File: src/rtl/fd_pipe_ce.sv
// Clock-enabled DEPTH-stage register pipeline with async reset to INIT, sync flush and valid tracking.
// Define FD_PIPE_CE_OCC_EN to build the occupancy counter; otherwise OCC is tied to 0.
module fd_pipe_ce_stage #(
    parameter int               WIDTH = 1,
    parameter logic [WIDTH-1:0] INIT  = '0
) (
    input  logic             CK,
    input  logic             SR,
    input  logic             clr,
    input  logic             en,
    input  logic [WIDTH-1:0] d,
    input  logic             dv,
    output logic [WIDTH-1:0] q,
    output logic             qv
);
    always_ff @(posedge CK or posedge SR) begin
        if (SR) begin
            q  <= INIT;
            qv <= 1'b0;
        end else if (clr) begin
            q  <= INIT;
            qv <= 1'b0;
        end else if (en) begin
            q  <= d;
            qv <= dv;
        end
    end
endmodule

module fd_pipe_ce #(
    parameter int               WIDTH      = 1,
    parameter int               DEPTH      = 2,
    parameter logic [WIDTH-1:0] INIT       = '0,
    parameter int               CE_OVER_FL = 1
) (
    input  logic                         CK,
    input  logic                         SR,
    input  logic                         SP,
    input  logic                         FL,
    input  logic [WIDTH-1:0]             D,
    input  logic                         DV,
    output logic [WIDTH-1:0]             Q,
    output logic                         QV,
    output logic [$clog2(DEPTH+1)-1:0]   OCC
);
    localparam int OW          = $clog2(DEPTH + 1);
    localparam bit FL_NEEDS_CE = (CE_OVER_FL != 0);

    logic flush, shift;
    logic [DEPTH:0][WIDTH-1:0] data_pipe;
    logic [DEPTH:0]            vld_pipe;

    assign flush = FL & (SP | ~FL_NEEDS_CE);
    assign shift = SP & ~flush;

    // Index 0 is the input port; stage i drives index i+1.
    assign data_pipe[0] = D;
    assign vld_pipe[0]  = DV;

    for (genvar i = 0; i < DEPTH; i++) begin : g_stage
        fd_pipe_ce_stage #(.WIDTH(WIDTH), .INIT(INIT)) u_stage (
            .CK  (CK),
            .SR  (SR),
            .clr (flush),
            .en  (shift),
            .d   (data_pipe[i]),
            .dv  (vld_pipe[i]),
            .q   (data_pipe[i+1]),
            .qv  (vld_pipe[i+1])
        );
    end

    assign Q  = data_pipe[DEPTH];
    assign QV = vld_pipe[DEPTH];

`ifdef FD_PIPE_CE_OCC_EN
    logic [OW-1:0] occ;

    // Entry and exit on the same edge cancel; occ never leaves 0..DEPTH.
    always_ff @(posedge CK or posedge SR) begin
        if (SR)
            occ <= '0;
        else if (flush)
            occ <= '0;
        else if (shift)
            occ <= occ + OW'(DV) - OW'(vld_pipe[DEPTH]);
    end

    assign OCC = occ;
`else
    assign OCC = '0;
`endif
endmodule
File: config.mk
export PLATFORM = sky130hd
export DESIGN_NAME = fd_pipe_ce
export DESIGN_NICKNAME = d
export VERILOG_FILES = /design/src/rtl/fd_pipe_ce.sv
export SDC_FILE = /design/constraint.sdc
export NUM_CORES = 1
export LEC_CHECK = 0
export BUFFER_PORTS_ARGS = -buffer_cell sky130_fd_sc_hd__buf_2
export CORE_AREA = 4 4 41 43
export CTS_CLUSTER_DIAMETER = 100
export CTS_CLUSTER_SIZE = 40
export DETAILED_ROUTE_END_ITERATION = 8
export DIE_AREA = 0 0 45 47
export MAX_ROUTING_LAYER = met4
export PLACE_DENSITY = 0.31
export SLEW_MARGIN = 15
export SYNTH_ARGS = -nofsm -noshare
export SYNTH_HDL_FRONTEND = slang
export SYNTH_SLANG_ARGS = --single-unit
File: constraint.sdc
create_clock -name CK -period 0.8 [get_ports CK]
set_input_delay 0.16 -clock CK [delete_from_list [all_inputs] [get_ports CK]]
set_output_delay 0.16 -clock CK [all_outputs]
set_load 0.05 [all_outputs]
# After elaboration in Yosys (flattened, before gate mapping)
# Index checks and enable logic that the tools add are counted.
dict set report totals {
  romBits 0
  mem_count 0
  reg_bits 4
  output_inout_bits 4
  mem_bits_rw 0
  latchBits 0
}
dict set report op_classes {
  shift 0
  multipliers 0
  n_div 0
  n_lt_le_gt_ge 0
  n_mux 8
  n_reduce_logical 1
  addsub 0
  n_eq_ne 0
  bitwise 3
}
# op n
set ops {}
lappend ops {{1-bit 2-to-1 mux} 8}
lappend ops {{1-bit bitwise AND} 2}
lappend ops {{2-bit nonzero test} 1}
lappend ops {{1-bit NOT} 1}

# Logic depth before layout (Yosys ltp)
dict set report logic_depth {
  ltp_word 5
  depth_mapped 3
  depth_no_buf 2
}

# Modules after synthesis
# From an unflattened synthesis, not the netlist that was laid out.
dict set report unflattened {
  cells_unflattened 19
  hier_area_um2 197.7
}
# mod seq_area_each_um2 area_per_inst_um2 n_inst cells_per_inst
set modules_own_cells {}
lappend modules_own_cells {fd_pipe_ce_stage 50.0 81.3 2 7}
lappend modules_own_cells {fd_pipe_ce 0.0 35.0 1 5}

# Worst setup path after synthesis
# OpenSTA, ideal clock, no wires.
dict set report synth_timing {
  path_type {register to register}
  startpoint {register g_stage[1].u_stage.q (netlist name)}
  endpoint {register g_stage[1].u_stage.q}
  path_stages_with_launch 3
  arrival_time_ns 0.828
  setup_ns 0.082
  setup_slack_ns -0.110
  n_path_buf 0
  synth_period_minus_slack_ns 0.910
  required_ns 0.718
  cell_sequence {dfrtp_1 inv_1 o22ai_1}
}
# item line
set synth_rtl {}
lappend synth_rtl {{end signal, assigned} 18} ;# q <= INIT;
lappend synth_rtl {{end signal, assigned} 21} ;# q <= INIT;
lappend synth_rtl {{end signal, assigned} 24} ;# q <= d;
lappend synth_rtl {{end, declared} 13} ;# output logic [WIDTH-1:0] q,

# Final worst setup path
dict set report layout_timing {
  startpoint {register g_stage[1].u_stage.qv}
  endpoint {output QV}
}
# item line
set layout_rtl {}
lappend layout_rtl {{start, declared} 14} ;# output logic qv
lappend layout_rtl {{start signal, assigned} 25} ;# qv <= dv;
lappend layout_rtl {{end, declared} 43} ;# output logic QV,
# No word-level cell between the ends.

==> results.py <==
metrics = {
    "floorplan": {
        "i_o_pins": 10,
        "coreArea_um2": 1300,
        "effective_utilization_at_floorplan_pct": 14.2,
        "die_height_um": 47,
        "floorplan.rows": 13,
        "floorplan.die.width_um": 45,
        "die_footprint_um2": 2120,
    },
    "sta": {
        "setup_viol": 2,
        "unrepaired_setup_endpoints_after_global_routing": "yes",
        "slew_viols_final": 0,
        "finalClockSkew_ns": 0.00865,
        "final_critical_path_setup_slack_ns": -0.157,
        "finalHoldViolCount": 0,
        "post-route-min-period_ns": 0.957,
        "period_share_pct": 120,
        "upper_clock_frequency_limit_ghz": 1.05,
    },
    "critical_path": {
        "worst_setup_path_start_kind": "register",
        "cp_cell_sequence": "buf_8",
        "worst_setup_path_end_kind": "output port",
        "critical_path_required_ns": 0.64,
        "timing.critical_path.max_delay_family": "flip-flops",
        "cp_data_arrival_time_ns": 0.80,
        "crit_path_max_fanout": 2,
        "slowest_stage_cell_crit_path": "sky130_fd_sc_hd__dfrtp_2",
        "critical-path-max-stage-delay_ns": 0.41,
        "critical_path.n_buffers_inverters": 1,
        "timing.setup.critical_path_class": "reg -> out",
    },
    "place": {
        "pre_cts_slack_ns": 0.0469,
        "placed_cells": 41,
        "gpl.final_weighted_congestion": 0.662,
        "place_hpwl_um": 271,
        "port-buffer-count": 7,
    },
    "yosys": {
        "synth_cell_types": 6,
        "post_synthesis_cells": 21,
        "synth.cell_area_um2": 185,
        "synth-warning-count": 0,
        "synth.yosys.seq_area_share_pct": 54.1,
        "ys_seq_elements": 4,
        "syn-mean-instance-area_um2": 8.82,
    },
    "detailed_routing": {
        "routed-via-count": 152,
        "drt_iter0_drc": 1,
        "routed_wl_um": 368,
        "final_antenna_net_count": 0,
        "routedWlPerCell_um": 7.83,
        "drt_pass1_iterations": 2,
        "remaining_drc_errors": 0,
        "via_density": 3.23,
    },
    "pwr": {
        "seq_power_share_pct": 36.5,
        "power.density_nw_per_um2": 2210,
        "total_switching_power_w": 0.000174,
        "design_internal_power_w": 0.000450,
        "combinational_share_of_power_pct": 18.4,
        "power.share.switching_pct": 27.9,
        "portion_of_total_power_attributed_to_the_clock_network_pct": 45.0,
        "leakage_power_nw": 0.139,
        "ir_drop_mv": 0.886,
    },
    "clock_tree": {
        "cts_htree_levels": 1,
        "tritoncts": "done",
        "cts_buffers": 3,
        "clk_transition_reported_paths_ns": 0.04,
        "clkSinkCount": 4,
        "clk-insertion-delay-late_ns": 0.24,
        "cts.path.max_buffers": 2,
        "clockRootBuffer": "sky130_fd_sc_hd__clkbuf_4",
    },
    "global_route": {
        "grt_first_pass_wirelength_um": 607,
        "pin_count_of_the_biggest_net_entering_global_routing": 9,
        "globalRouteOverflowTotal": 0,
        "first_global_vias": 152,
        "grt_antenna_before_repair": 0,
        "globalRouteTotalUtil_pct": 4.75,
    },
    "final_layout": {
        "flow.area_growth_from_synthesis_pct": 52.7,
        "stdcell_count": 47,
        "final_net_count": 39,
        "layout_filler_cell_count": 154,
        "post_route_cells_drive_above_1_share_pct": 40.6,
        "register_area_um2": 103,
        "antennaDiodeCount": 0,
        "final_cell_mix": "sky130_fd_sc_hd__inv_1, sky130_fd_sc_hd__buf_2, sky130_fd_sc_hd__nand2_1, sky130_fd_sc_hd__o22ai_1, sky130_fd_sc_hd__clkbuf_4",
        "multiInputGateArea_um2": 47.5,
    },
    "outcome": {
        "outcome": "complete, but fails checks",
        "violations": "negative setup slack",
    },
    "worst_hold_path": {
        "worstHoldPathType": "in -> reg",
    },
    "run": {
        "drv.max_cap_violation_count": 0,
    },
}
## what timing repair did
action                                  4_1_cts  5_1_grt
hold endpoints to repair                      4        0
endpoints found under the setup margin        2        2
hold buffers                                  1        0
buffers inserted                              1        0
gates cloned                                  0        0
resized for setup                             5        0
## layer usage
metal  GRT usage [%]  vias to the layer above  routed length (µm)
met5               -                        -                   0
met4               0                        0                   0
met3            6.90                        0                  82
met2            5.65                       11                 111
met1            4.59                       58                 174
li1                -                       83                   -
## cell usage after synthesis (all sizes together)
cell type / n / share of area [%]
o22ai: 4 / 14
dfrtp: 4 / 54
nand2: 4 / 8.1
buf: 3 / 12
conb: 1 / 2.0
inv: 5 / 10
## kinds of logic (layout without fill, tap and decap cells)
| family | after synthesis | after routing | synth area share [%] |
|---|---|---|---|
| buf+inv | 8 | 18 | 22.3 |
| compound gates | 4 | 4 | 13.5 |
| other cells | 1 | 2 | 2.03 |
| simple gates | 4 | 4 | 8.11 |
| flops | 4 | 4 | 54.1 |
## sequential cells by signal, summed over array words and instances, names as in the netlist
name and count:
g_stage.u_stage.qv 2, g_stage.u_stage.q 2
## power groups by stage
stage          sequential [W]  clock, W  combinational [W]
2_1_floorplan        0.000253         0          0.0000568
3_5_place_dp         0.000229         0          0.0000958
5_1_grt              0.000230  0.000317           0.000123
3_3_place_gp         0.000228         0          0.0000954
4_1_cts              0.000228  0.000298           0.000116
6_report             0.000228  0.000281           0.000115
## layout make-up
class | instances | share of cell area, %
clock buffer | 4 | 9.29
multi-input combinational | 10 | 16.8
timing repair buffer | 9 | 24.3
inverter | 5 | 6.64
tap | 15 | 6.64
sequential | 4 | 36.3
## path summary, 6_finish.rpt
kind | startpoint | to | slack, ns | depth (start not counted)
max | g_stage[1].u_stage.qv | QV | -0.16 | 1
max reg2reg | g_stage[1].u_stage.qv | g_stage[1].u_stage.qv | 0.03 | 3
min | FL | g_stage[1].u_stage.qv | 0.15 | 2
min in group asynchronous | SR | g_stage[1].u_stage.qv | 0.34 | 3
min reg2reg | g_stage[0].u_stage.qv | g_stage[1].u_stage.qv | 0.50 | 2
max in group asynchronous | SR | g_stage[1].u_stage.q | 0.29 | 3
## per-stage QoR
| stage | cell area [µm²] | total power, W | hold WS (ns) | setup TNS (ns) | utilization [%] |
|---|---|---|---|---|---|
| global route | 283 | 0.000670 | 0.151 | -0.358 | 21.7 |
| finish | 283 | 0.000624 | 0.151 | -0.308 | 21.7 |
| detailed placement | 223 | 0.000324 | 0.0550 | 0 | 17.1 |
| CTS | 283 | 0.000641 | 0.141 | -0.336 | 21.7 |
| global placement | 223 | 0.000323 | 0.0530 | 0 | 17.1 |
| floorplan | 191 | 0.000310 | -0.0741 | 0 | - |
Note: power is estimated with default switching activity, not from simulation.
